[config.mk]
export PLATFORM = sky130hd
export DESIGN_NAME = shift_rotate_engine
export DESIGN_NICKNAME = d
export VERILOG_FILES = /design/src/rtl/shift_rotate_engine.sv
export SDC_FILE = /design/constraint.sdc
export NUM_CORES = 1
export LEC_CHECK = 0
export ABC_AREA = 1
export CORE_UTILIZATION = 42
export CTS_BUF_LIST = sky130_fd_sc_hd__clkbuf_8 sky130_fd_sc_hd__clkbuf_16
export CTS_CLUSTER_DIAMETER = 80
export DETAILED_ROUTE_END_ITERATION = 10
export PLACE_DENSITY = 0.74
export SLEW_MARGIN = 30
export SYNTH_ARGS = -nofsm -noshare
export SYNTH_HDL_FRONTEND = slang
export SYNTH_SLANG_ARGS = --single-unit
[constraint.sdc]
create_clock -name clk -period 1.4 [get_ports clk]
set_input_delay 0.35 -clock clk [delete_from_list [all_inputs] [get_ports clk]]
set_output_delay 0.35 -clock clk [all_outputs]
set_load 0.005 [all_outputs]
[src/rtl/shift_rotate_engine.sv]
// Multi-cycle shift/rotate register with start/busy/done handshake.
// Moves up to STEP bit positions per cycle until the programmed amount is consumed.
//
// Ports:
//   clk       rising-edge clock
//   rst       asynchronous active-low reset
//   ld        load data_in (IDLE only, has priority over start)
//   data_in   parallel load value
//   start     begin an operation (IDLE only)
//   mode      operation select, sampled with start
//   amount    total bit positions to move, sampled with start
//   ser_in    fill bit for the serial-fill modes, sampled every step
//   abort     end the operation, keeping the partial result
//   busy      operation in progress
//   done      one-cycle completion pulse
//   data_out  register contents
//   carry_out last bit moved out of the word
module shift_rotate_engine #(
    parameter int WIDTH = 8,
    parameter int STEP  = 1,
    parameter int AMT_W = 4
) (
    input  logic             clk,
    input  logic             rst,
    input  logic             ld,
    input  logic [WIDTH-1:0] data_in,
    input  logic             start,
    input  logic [2:0]       mode,
    input  logic [AMT_W-1:0] amount,
    input  logic             ser_in,
    input  logic             abort,
    output logic             busy,
    output logic             done,
    output logic [WIDTH-1:0] data_out,
    output logic             carry_out
);

    typedef enum logic {
        IDLE  = 1'b0,
        SHIFT = 1'b1
    } state_t;

    typedef enum logic [2:0] {
        M_ROL  = 3'b000,
        M_ROR  = 3'b001,
        M_SHL  = 3'b010,
        M_SHR  = 3'b011,
        M_SAR  = 3'b100,
        M_SHLS = 3'b101,
        M_SHRS = 3'b110,
        M_RSVD = 3'b111
    } mode_t;

    state_t           state_q, state_d;
    logic [2:0]       mode_q, mode_d;
    logic [AMT_W-1:0] rem_q, rem_d;
    logic [WIDTH-1:0] data_q, data_d;
    logic             carry_q, carry_d;
    logic             done_q, done_d;

    // One-bit move; result is {bit that left the word, new word}.
    function automatic logic [WIDTH:0] step1(
        input logic [WIDTH-1:0] d,
        input logic [2:0]       m,
        input logic             s
    );
        logic [WIDTH:0] r;
        case (m)
            M_ROL:   r = {d[WIDTH-1], d[WIDTH-2:0], d[WIDTH-1]};
            M_ROR:   r = {d[0], d[0], d[WIDTH-1:1]};
            M_SHL:   r = {d[WIDTH-1], d[WIDTH-2:0], 1'b0};
            M_SHR:   r = {d[0], 1'b0, d[WIDTH-1:1]};
            M_SAR:   r = {d[0], d[WIDTH-1], d[WIDTH-1:1]};
            M_SHLS:  r = {d[WIDTH-1], d[WIDTH-2:0], s};
            M_SHRS:  r = {d[0], s, d[WIDTH-1:1]};
            default: r = {1'b0, d};
        endcase
        return r;
    endfunction

    always_comb begin
        logic [WIDTH:0] t;
        state_d = state_q;
        mode_d  = mode_q;
        rem_d   = rem_q;
        data_d  = data_q;
        carry_d = carry_q;
        done_d  = 1'b0;
        t       = '0;
        case (state_q)
            IDLE: begin
                if (ld) begin
                    data_d = data_in;
                end else if (start && mode != M_RSVD) begin
                    mode_d  = mode;
                    rem_d   = amount;
                    state_d = SHIFT;
                end
            end
            SHIFT: begin
                if (abort) begin
                    state_d = IDLE;
                end else begin
                    // Apply min(STEP, rem) single-bit moves; carry tracks
                    // the last one and stays put when nothing moves.
                    for (int i = 0; i < STEP; i++) begin
                        if (i < int'(rem_q)) begin
                            t       = step1(data_d, mode_q, ser_in);
                            data_d  = t[WIDTH-1:0];
                            carry_d = t[WIDTH];
                        end
                    end
                    if (int'(rem_q) > STEP) begin
                        rem_d = rem_q - AMT_W'(STEP);
                    end else begin
                        rem_d   = '0;
                        state_d = IDLE;
                        done_d  = 1'b1;
                    end
                end
            end
            default: state_d = IDLE;
        endcase
    end

    always_ff @(posedge clk or negedge rst) begin
        if (!rst) begin
            state_q <= IDLE;
            mode_q  <= '0;
            rem_q   <= '0;
            data_q  <= '0;
            carry_q <= 1'b0;
            done_q  <= 1'b0;
        end else begin
            state_q <= state_d;
            mode_q  <= mode_d;
            rem_q   <= rem_d;
            data_q  <= data_d;
            carry_q <= carry_d;
            done_q  <= done_d;
        end
    end

    assign busy      = (state_q == SHIFT);
    assign done      = done_q;
    assign data_out  = data_q;
    assign carry_out = carry_q;

endmodule
After elaboration in Yosys (flattened, before gate mapping) --
Index checks and enable logic that the tools add are counted.
Storage, ports and cells: bits of input ports 21, output and inout port bits 11, flip-flop bits (word level) 18, logic and storage cells 53
Cells by class: equal/unequal tests 15, reductions and logical operators 7, $lt $le $gt $ge 2, muxes and demuxes 18, add/sub/neg operators 1, bitwise gates (word level) 3
Operators with widths (number):
- $pmux 9 s7 | 1
- $mux 8 | 3
- $mux 4 | 4
- $pmux 8 s2 | 1
- $ne 2x2->1 const B | 5
- $eq 3x3->1 const B | 3
- $reduce_and 3->1 | 3
- $ne 8x1->1 const B | 1
- $pmux 4 s2 | 1
- $mux 1 | 7
- $ne 7x1->1 const B | 1
- $eq 3x2->1 const B | 2
- $reduce_and 5->1 | 1
- $gt 4x1->1 const B | 1
- $lt 1x4->1 const A | 1
- $reduce_and 4->1 | 1
- $sub 4x1->4 const B | 1
- $eq 3x1->1 const B | 1
- $logic_not 3->1 | 1
- $ne 3x3->1 const B | 1
- $not 1->1 | 3
- $ne 2x1->1 const B | 1
- $pmux 1 s2 | 1
- $logic_and 1x1->1 | 1

Depth between registers and ports, before layout --
Gate-level depths: netlist of run 1.
word-level depth 5, mapped depth 9, depth with buffers taken out 9

Least setup slack after synthesis of run 1 --
Ideal clock, no wire load.
path type register -> register, from reg rem_q[0], to reg rem_q[1], library setup time 0.083 ns, arrival 1.269 ns, period minus slack after synthesis 1.352 ns, cell stages (with the launch flop) 8, path slack 0.048 ns, buffers on the path 0, required time 1.317 ns, cells stage by stage dfrtp_1 inv_1 ha_1 o21ai_0 nand2_1 o21ai_0 nand2_1 o21ai_0
On the way: cells in the longest elaborated chain, start to end 4, elaborated cells between the ends (all ways) 5, classes of those cells add/sub: 1; order compare: 1; mux: 3
Ends and longest elaborated chain:
- start: declaration | line 56 | logic [AMT_W-1:0] rem_q, rem_d;
- start signal: assignment | line 137 | rem_q <= rem_d;
- $sub 4x1->4 or $gt 4x1->1 (tied branches) | line 114, 113
- $mux 4 (*) | line 113 | if (int'(rem_q) > STEP) begin
- $mux 4 (*) | line 101 | if (abort) begin
- $pmux 4 s2 (*) | line 90 | case (state_q)
Mark *: on every way between the ends. The rest lies on a longest branch, timed or not. The select of a mux whose other input is x is not followed. A chain may end at the register's enable or synchronous reset.

Final worst setup path of run 1 --
from reg state_q, in the netlist busy, to out busy
RTL lines:
- start: declaration | line 54 | state_t state_q, state_d;
- start signal: assignment | line 135 | state_q <= state_d;
- end: declaration | line 32 | output logic busy,
No word-level cell between the ends.

==> metrics.md, run 1 <==
| Metric | Value |
|---|---|
| Status | `finished clean` |
| Critical path buffers and inverters | `1` |
| Initial Utilization | `0.4444` |
| Diode count | `0` |
| I/O Pins | `32` |
| Design internal power | `1.725 mW` |
| Crit path largest cell delay | `0.46 ns` |
| Critical R2R Capture | `data_out[0]$_DFFE_PN0P_` |
| Max VDD drop | `0.001166 V` |
| P&R area growth vs syn | `55.45%` |
| DR vias | `1263` |
| ANT nets after route | `0` |
| Worst clock skew | `0.005059 ns` |
| Crit end category | `output pin` |
| Fin crit period | `1.353 ns` |
| Total global-route track usage | `0.2446` |
| CTS tree | `done` |
| Relative slew slack | `0.8107` |
| Worst hold path class | `input port to async pin` |
| Final Cell Area | `1712 µm²` |
| P_leak | `0.8595 nW` |
| Maximum buffer depth of the clock tree | `2` |
| Vias in the first global route | `1165` |
| Num rows | `18` |
| Worst reg2reg startpoint | `busy$_DFF_PN0_` |
| Overflow after GRT | `0` |
| Sequential area share after synthesis | `0.4091` |
| H-tree depth | `1` |
| Worst Path Required | `1.05 ns` |
| Initial antenna violation count | `0` |
| DR iter-0 viols | `41` |
| Post-synth cell types | `18` |
| Largest family of logic cells by synthesized area | `simple AND/OR/NAND/NOR gates` |
| Net Sw Frac | `0.4003` |
| CTS clk-pin slew, worst paths | `0.07 ns` |
| Psw | `1.151 mW` |
| Combinational power share | `0.541` |
| Pins over their slew limit | `0` |
| CP startpoint kind | `register` |
| WL final | `3.246 mm` |
| Core area | `2477 µm²` |
| Drt wl/cell | `13.14 µm` |
| Crit-path cells | `dlygate4sd2_1` |
| Crit share post-route | `0.9663` |
| Worst Path Max Fanout | `7` |
| Synth Area in Compound Gates | `0.1023` |
| Fmax | `0.7392 GHz` |
| Fill count | `216` |
| Clock buffer count from CTS | `3` |
| DR DRC count | `0` |
| R2r setup slk | `0.09 ns` |
| Clock Sinks | `18` |
| Avg Cell Area, Syn | `6.755 µm²` |
| Vias/cell | `5.113` |
| Mapped Cells | `163` |
| Post-DP Area | `1525 µm²` |
| Worst path arrival time | `1.00 ns` |
| Final design utilization | `0.6909` |
| Post-synthesis simple-gate area fraction | `0.3761` |
| Least-Margin Pin Slew | `0.2832 ns` |
| WS Path Type | `register to output pin` |
| Die area | `2830 µm²` |
| Layout net count | `241` |
| Hold buffers post-CTS | `0` |
| Drt pass-1 iters | `4` |
| Post-Synth Adder-Cell Area | `0.02273` |
| Clock latency on the worst-skew pair | `0.25 ns` |
| Post-synthesis xor/xnor area fraction | `0.02273` |
| First-pass GRT wire length | `4.981 mm` |
| R2R cell count | `6` |
| Multiplexer share of the synthesized area | `0` |
| Final setup fails | `0` |
| Seq cells post-synth | `18` |
| CP top delay family | `flip-flops` |
| Ys Warns | `0` |
| Power, Total | `2.876 mW` |
| Syn Nets | `186` |
| Share of cells above drive strength 1 | `0.2028` |
| # port buffers | `31` |
| Dpl hpwl | `2.143 mm` |
| Pin count of the biggest net entering global routing | `19` |
| Clk Tree Root Cell | `clkbuf_8` |
| Slowest CP cell | `dfrtp_2` |
| RD Place Congestion | `0.8128` |
| Pwr per Cell Area | `1680 nW/µm²` |
| WP depth | `1` |
| Die W | `53.20 µm` |
| Die height | `53.20 µm` |
| Post-Syn Area | `1101 µm²` |
| Clock power share | `0.148` |
| Hold Vio Cnt, Final | `0` |
| Sequential Power Share | `0.311` |
| Max cap viols | `0` |
==> layout make-up <==
class / count / area (µm²) / area share
Multi-Input combinational cell: 127 / 645.6 / 0.3772
Tap cell: 30 / 37.54 / 0.02193
Inverter: 16 / 62.56 / 0.03655
Clock buffer: 4 / 55.05 / 0.03216
Timing Repair Buffer: 52 / 456.7 / 0.2668
Sequential cell: 18 / 454.2 / 0.2654
==> flip-flops by register name, indices dropped and copies added (netlist names) <==
| name | count |
|---|---|
| busy | 1 |
| rem_q | 4 |
| mode_q | 3 |
| carry_out | 1 |
| data_out | 8 |
| done | 1 |
==> timing repair <==
action | CTS | global route
resized for setup | 16 | 18
endpoints found under the setup margin | 22 | 13
pin swaps | 0 | 1
cloned | 0 | 1
buffers inserted | 9 | 1
==> how the worst max path moves through the flow <==
stage | start | end | slack, ns
2_1_floorplan | rem_q[0]$_DFFE_PN0P_ | rem_q[1]$_DFFE_PN0P_ | 0.05
3_3_place_gp | ld | data_out[3]$_DFFE_PN0P_ | -0.21
3_5_place_dp | ld | data_out[2]$_DFFE_PN0P_ | -0.27
4_1_cts | ld | data_out[2]$_DFFE_PN0P_ | 0.02
5_1_grt | rem_q[1]$_DFFE_PN0P_ | rem_q[1]$_DFFE_PN0P_ | -0.006
6_report | busy$_DFF_PN0_ | busy | 0.05
==> cell usage in the layout (no fill, tap or decap) <==
| cell | synthesis | final |
|---|---|---|
| nand2_1 | 43 | 41 |
| dfrtp_1 | 18 | 15 |
| nand2_4 | 0 | 1 |
| o21ai_2 | 0 | 1 |
| xnor2_1 | 1 | 1 |
| nor3_1 | 1 | 1 |
| o21ai_1 | 0 | 2 |
| nand3_4 | 0 | 1 |
| clkdlybuf4s50_1 | 0 | 19 |
| inv_4 | 0 | 1 |
| inv_2 | 1 | 3 |
| a21oi_1 | 15 | 14 |
| nand3_1 | 13 | 12 |
| dfrtp_2 | 0 | 3 |
| nor2_2 | 0 | 2 |
| a21oi_2 | 0 | 1 |
| inv_1 | 15 | 12 |
| xor2_4 | 0 | 1 |
| nand2_2 | 1 | 2 |
| a21o_1 | 1 | 1 |
| buf_4 | 0 | 21 |
| dlymetal6s2s_1 | 0 | 1 |
| ha_4 | 0 | 1 |
| o21ai_0 | 6 | 3 |
| dlygate4sd2_1 | 0 | 11 |
| clkbuf_8 | 0 | 4 |
| nand3_2 | 1 | 2 |
| nand4_1 | 5 | 5 |
| nor2_1 | 36 | 34 |
| ha_1 | 2 | 1 |
==> power by group through the flow <==
stage	combinational, mW	clock, mW	sequential [mW]
4_1_cts	1.44	0.434	0.860
6_report	1.56	0.425	0.895
5_1_grt	1.75	0.454	0.922
3_5_place_dp	1.28	0	0.939
3_3_place_gp	1.25	0	0.926
2_1_floorplan	0.696	0	0.895
==> synth_stat cells <==
library cell / instances / area share
buf_1: 1 / 0.0034
nor3_1: 1 / 0.0045
a21o_1: 1 / 0.0068
nand4_1: 5 / 0.028
nand3_2: 1 / 0.0091
inv_2: 1 / 0.0034
nand2_1: 43 / 0.15
ha_1: 2 / 0.023
buf_2: 2 / 0.0091
o21ai_0: 6 / 0.027
nand2_2: 1 / 0.0057
inv_1: 15 / 0.051
nand3_1: 13 / 0.059
a21oi_1: 15 / 0.068
xnor2_1: 1 / 0.0080
dfrtp_1: 18 / 0.41
nor2_1: 36 / 0.12
xor2_2: 1 / 0.015
==> per-stage QoR <==
step	std cells	hold slack, ns	TNS (ns)	worst slack (ns)
floorplan	163	0.05441	0	0.04765
finish	247	0.4303	0	0.04723
CTS	246	0.4357	0	0.01704
global placement	233	0.4736	-2.072	-0.2099
global route	247	0.4457	-0.005557	-0.005557
detailed placement	233	0.4970	-2.761	-0.2731
==> layer usage <==
metal	up-vias	track usage	wire [µm]
met3	6	0.04310	206
met2	44	0.3979	1724
met4	0	0.1228	35
met1	577	0.3060	1279
met5	-	0	0
li1	636	-	-
==> cell families (layout without fill, tap and decap cells) <==
logic type      after synthesis  after routing
xor+xnor                      2              2
flops                        18             18
simple gates                100            101
fa+ha+maj                     2              2
buf+inv                      19             72
compound gates               22             22
No activity file was read; power rests on OpenSTA's default activity.
==> run 2, diff against run 1 <==
CORE_MARGIN = 2   (was default)
==> metrics.md, run 2 (synthesis gave the netlist of run 1 again) <==
| Metric | Value |
|---|---|
| Status | `complete, but fails checks (was finished clean)` |
| Failing checks | `negative setup slack` |
| R2r setup slk | `-0.03 ns (was 0.09 ns)` |
| Worst hold path class | `input port to async pin (unchanged)` |
| Final design utilization | `0.7121 (was 0.6909)` |
| RD Place Congestion | `0.7970 (was 0.8128)` |
| ANT nets after route | `0 (unchanged)` |
| Design internal power | `1.738 mW (was 1.725 mW)` |
| Total global-route track usage | `0.2080 (was 0.2446)` |
| Worst Path Max Fanout | `5 (was 7)` |
| Clock Sinks | `18 (unchanged)` |
| Largest register FFs | `8 (unchanged)` |
| Fin crit period | `1.427 ns (was 1.353 ns)` |
| CTS clk-pin slew, worst paths | `0.07 ns (about the same)` |
| Setup tns final | `-0.02997 ns (was 0 ns)` |
| Commonest cells after routing, fill and taps aside | `nand2_1, nor2_1, buf_4 (unchanged)` |
| First-pass GRT wire length | `5.133 mm (was 4.981 mm)` |
| DR top layer | `met4 (unchanged)` |
| Diode count | `0 (unchanged)` |
| DR iter-0 viols | `35 (was 41)` |
| CP startpoint | `busy$_DFF_PN0_ (unchanged)` |
| H-tree depth | `1 (unchanged)` |
| Flip-flop and latch area | `452.9 µm² (was 454.2 µm²)` |
| Share of cells above drive strength 1 | `0.2385 (was 0.2028)` |
| DR vias | `1321 (was 1263)` |
| Hold buffers post-CTS | `0 (unchanged)` |
| P&R area growth vs syn | `60.23% (was 55.45%)` |
| Die height | `55.20 µm (was 53.20 µm)` |
| Leading cell type in the layout, fill and taps excluded | `nand2_1 (unchanged)` |
| Least-Margin Pin Slew | `0.2928 ns (was 0.2832 ns)` |
| Met2 wire length | `1.776 mm (was 1.724 mm)` |
| WS Path Type | `register to register (was register to output pin)` |
| CP startpoint kind | `register (unchanged)` |
| Num rows | `18 (unchanged)` |
| Drt pass-1 iters | `4 (unchanged)` |
| Dpl hpwl | `2.135 mm (was 2.143 mm)` |
| P_leak | `0.8704 nW (was 0.8595 nW)` |
| Worst Path Required | `1.60 ns (was 1.05 ns)` |
| R2R cell count | `8 (was 6)` |
| Vias in the first global route | `1245 (was 1165)` |
| Worst clock skew | `0.004177 ns (was 0.005059 ns)` |
| RSZ-0062 raised after global routing | `yes` |
| Initial Utilization | `0.4444 (unchanged)` |
| Met3 Wirelength | `228 µm (was 206 µm)` |
| I/O Pins | `32 (unchanged)` |
| DR DRC count | `0 (unchanged)` |
| Clock buffer count from CTS | `3 (unchanged)` |
| Hold_ws | `0.4225 ns (was 0.4303 ns)` |
| Max cap viols | `0 (unchanged)` |
| Initial antenna violation count | `0 (unchanged)` |
| Setup WS pre-CTS | `-0.2579 ns (was -0.2731 ns)` |
| Final setup fails | `2 (was 0)` |
| Net Sw Frac | `0.4139 (was 0.4003)` |
| Layout Cells excl Fill | `248 (was 247)` |
| Relative slew slack | `0.8045 (was 0.8107)` |
| Clock latency on the worst-skew pair | `0.26 ns (was 0.25 ns)` |
| Worst setup margin | `-0.02711 ns (was 0.04723 ns)` |
| Max VDD drop | `0.001238 V (was 0.001166 V)` |
| Fill count | `196 (was 216)` |
| Clk Tree Root Cell | `clkbuf_8 (unchanged)` |
| Die W | `55.20 µm (was 53.20 µm)` |
| Core area | `2477 µm² (unchanged)` |
| Worst reg2reg startpoint | `busy$_DFF_PN0_ (unchanged)` |
| Clock power share | `0.149 (was 0.148)` |
| # port buffers | `31 (unchanged)` |
| Maximum buffer depth of the clock tree | `2 (unchanged)` |
| Worst path arrival time | `1.63 ns (was 1.00 ns)` |
| Pwr per Cell Area | `1681 nW/µm² (was 1680 nW/µm²)` |
| Psw | `1.228 mW (was 1.151 mW)` |
| Hold Vio Cnt, Final | `0 (unchanged)` |
| Critical R2R Capture | `data_out[7]$_DFFE_PN0P_ (was data_out[0]$_DFFE_PN0P_)` |
| Layout net count | `242 (was 241)` |
| Area of the multi-input gates | `685.7 µm² (was 645.6 µm²)` |
| Crit share post-route | `1.019 (was 0.9663)` |
| Placed Cells | `234 (was 233)` |
| Overflow after GRT | `0 (unchanged)` |
| Fmax | `0.7007 GHz (was 0.7392 GHz)` |
| CTS tree | `done (unchanged)` |
| Critical Path Sink | `data_out[7]$_DFFE_PN0P_ (was busy)` |
| Pin count of the biggest net entering global routing | `19 (unchanged)` |
| Pins over their slew limit | `0 (unchanged)` |
| WL final | `3.418 mm (was 3.246 mm)` |
| Crit end category | `register (was output pin)` |
| Vias/cell | `5.327 (was 5.113)` |
| Sequential Power Share | `0.302 (was 0.311)` |
| Combinational power share | `0.549 (was 0.541)` |
| Met1 WL | `1.360 mm (was 1.279 mm)` |
| Drt wl/cell | `13.78 µm (was 13.14 µm)` |
| Die area | `3047 µm² (was 2830 µm²)` |
## run 2: cell types whose count changed in the layout (fill, tap and decap cells not counted), sizes merged
cell,delta
buf,+1
## run 2: power groups by stage
| stage | Combinational, mW | Sequential (mW) | Clock, mW |
|---|---|---|---|
| 3_3_place_gp | 1.26 | 0.924 | 0 |
| 6_report | 1.63 | 0.897 | 0.441 |
| 3_5_place_dp | 1.29 | 0.933 | 0 |
| 2_1_floorplan | 0.696 | 0.895 | 0 |
| 4_1_cts | 1.41 | 0.862 | 0.436 |
| 5_1_grt | 1.81 | 0.926 | 0.473 |
## run 2: worst max-delay path: stages, from the launching register on
cell	delay (ns)
dfrtp_1	0.39
buf_6	0.14
buf_4	0.14
nand4_1	0.14
buf_4	0.16
nand3_4	0.11
nor2_1	0.17
nand2_1	0.07
nand2_1	0.05
## run 2: how the worst min path moves through the flow
stage | to | cells past startpoint | from | slack [ns]
floorplan | busy$_DFF_PN0_ | 0 | rst | 0.05
global placement | carry_out$_DFFE_PN0P_ | 1 | carry_out$_DFFE_PN0P_ | 0.48
detailed placement | carry_out$_DFFE_PN0P_ | 1 | carry_out$_DFFE_PN0P_ | 0.49
CTS | mode_q[0]$_DFFE_PN0P_ | 2 | rst | 0.43
global route | mode_q[0]$_DFFE_PN0P_ | 2 | rst | 0.44
finish | mode_q[0]$_DFFE_PN0P_ | 2 | rst | 0.42
## run 2: final cells by class
cell class	count	share of cell area
multi-input combinational	127	0.3887
timing repair buffer	53	0.2652
sequential	18	0.2567
inverter	16	0.03688
clock buffer	4	0.03121
tap	30	0.02128
## run 2: stage by stage
step / area, µm² / total power, mW
floorplan: 1101 / 1.590
global placement: 1533 / 2.186
detailed placement: 1533 / 2.225
CTS: 1637 / 2.709
global route: 1764 / 3.208
finish: 1764 / 2.966
## run 2: routing by layer
layer / GRT usage / vias up
li1: - / 637
met1: 0.2414 / 619
met2: 0.3759 / 57
met3: 0.03044 / 8
met4: 0.09059 / 0
met5: 0 / -
## run 2: repair_timing
| action | in CTS | in global routing |
|---|---|---|
| gates resized for setup | 15 | 29 |
| pin swaps | 2 | 4 |
| buffers inserted | 7 | 2 |
| setup endpoints to repair | 22 | 13 |
| cloned | 0 | 1 |
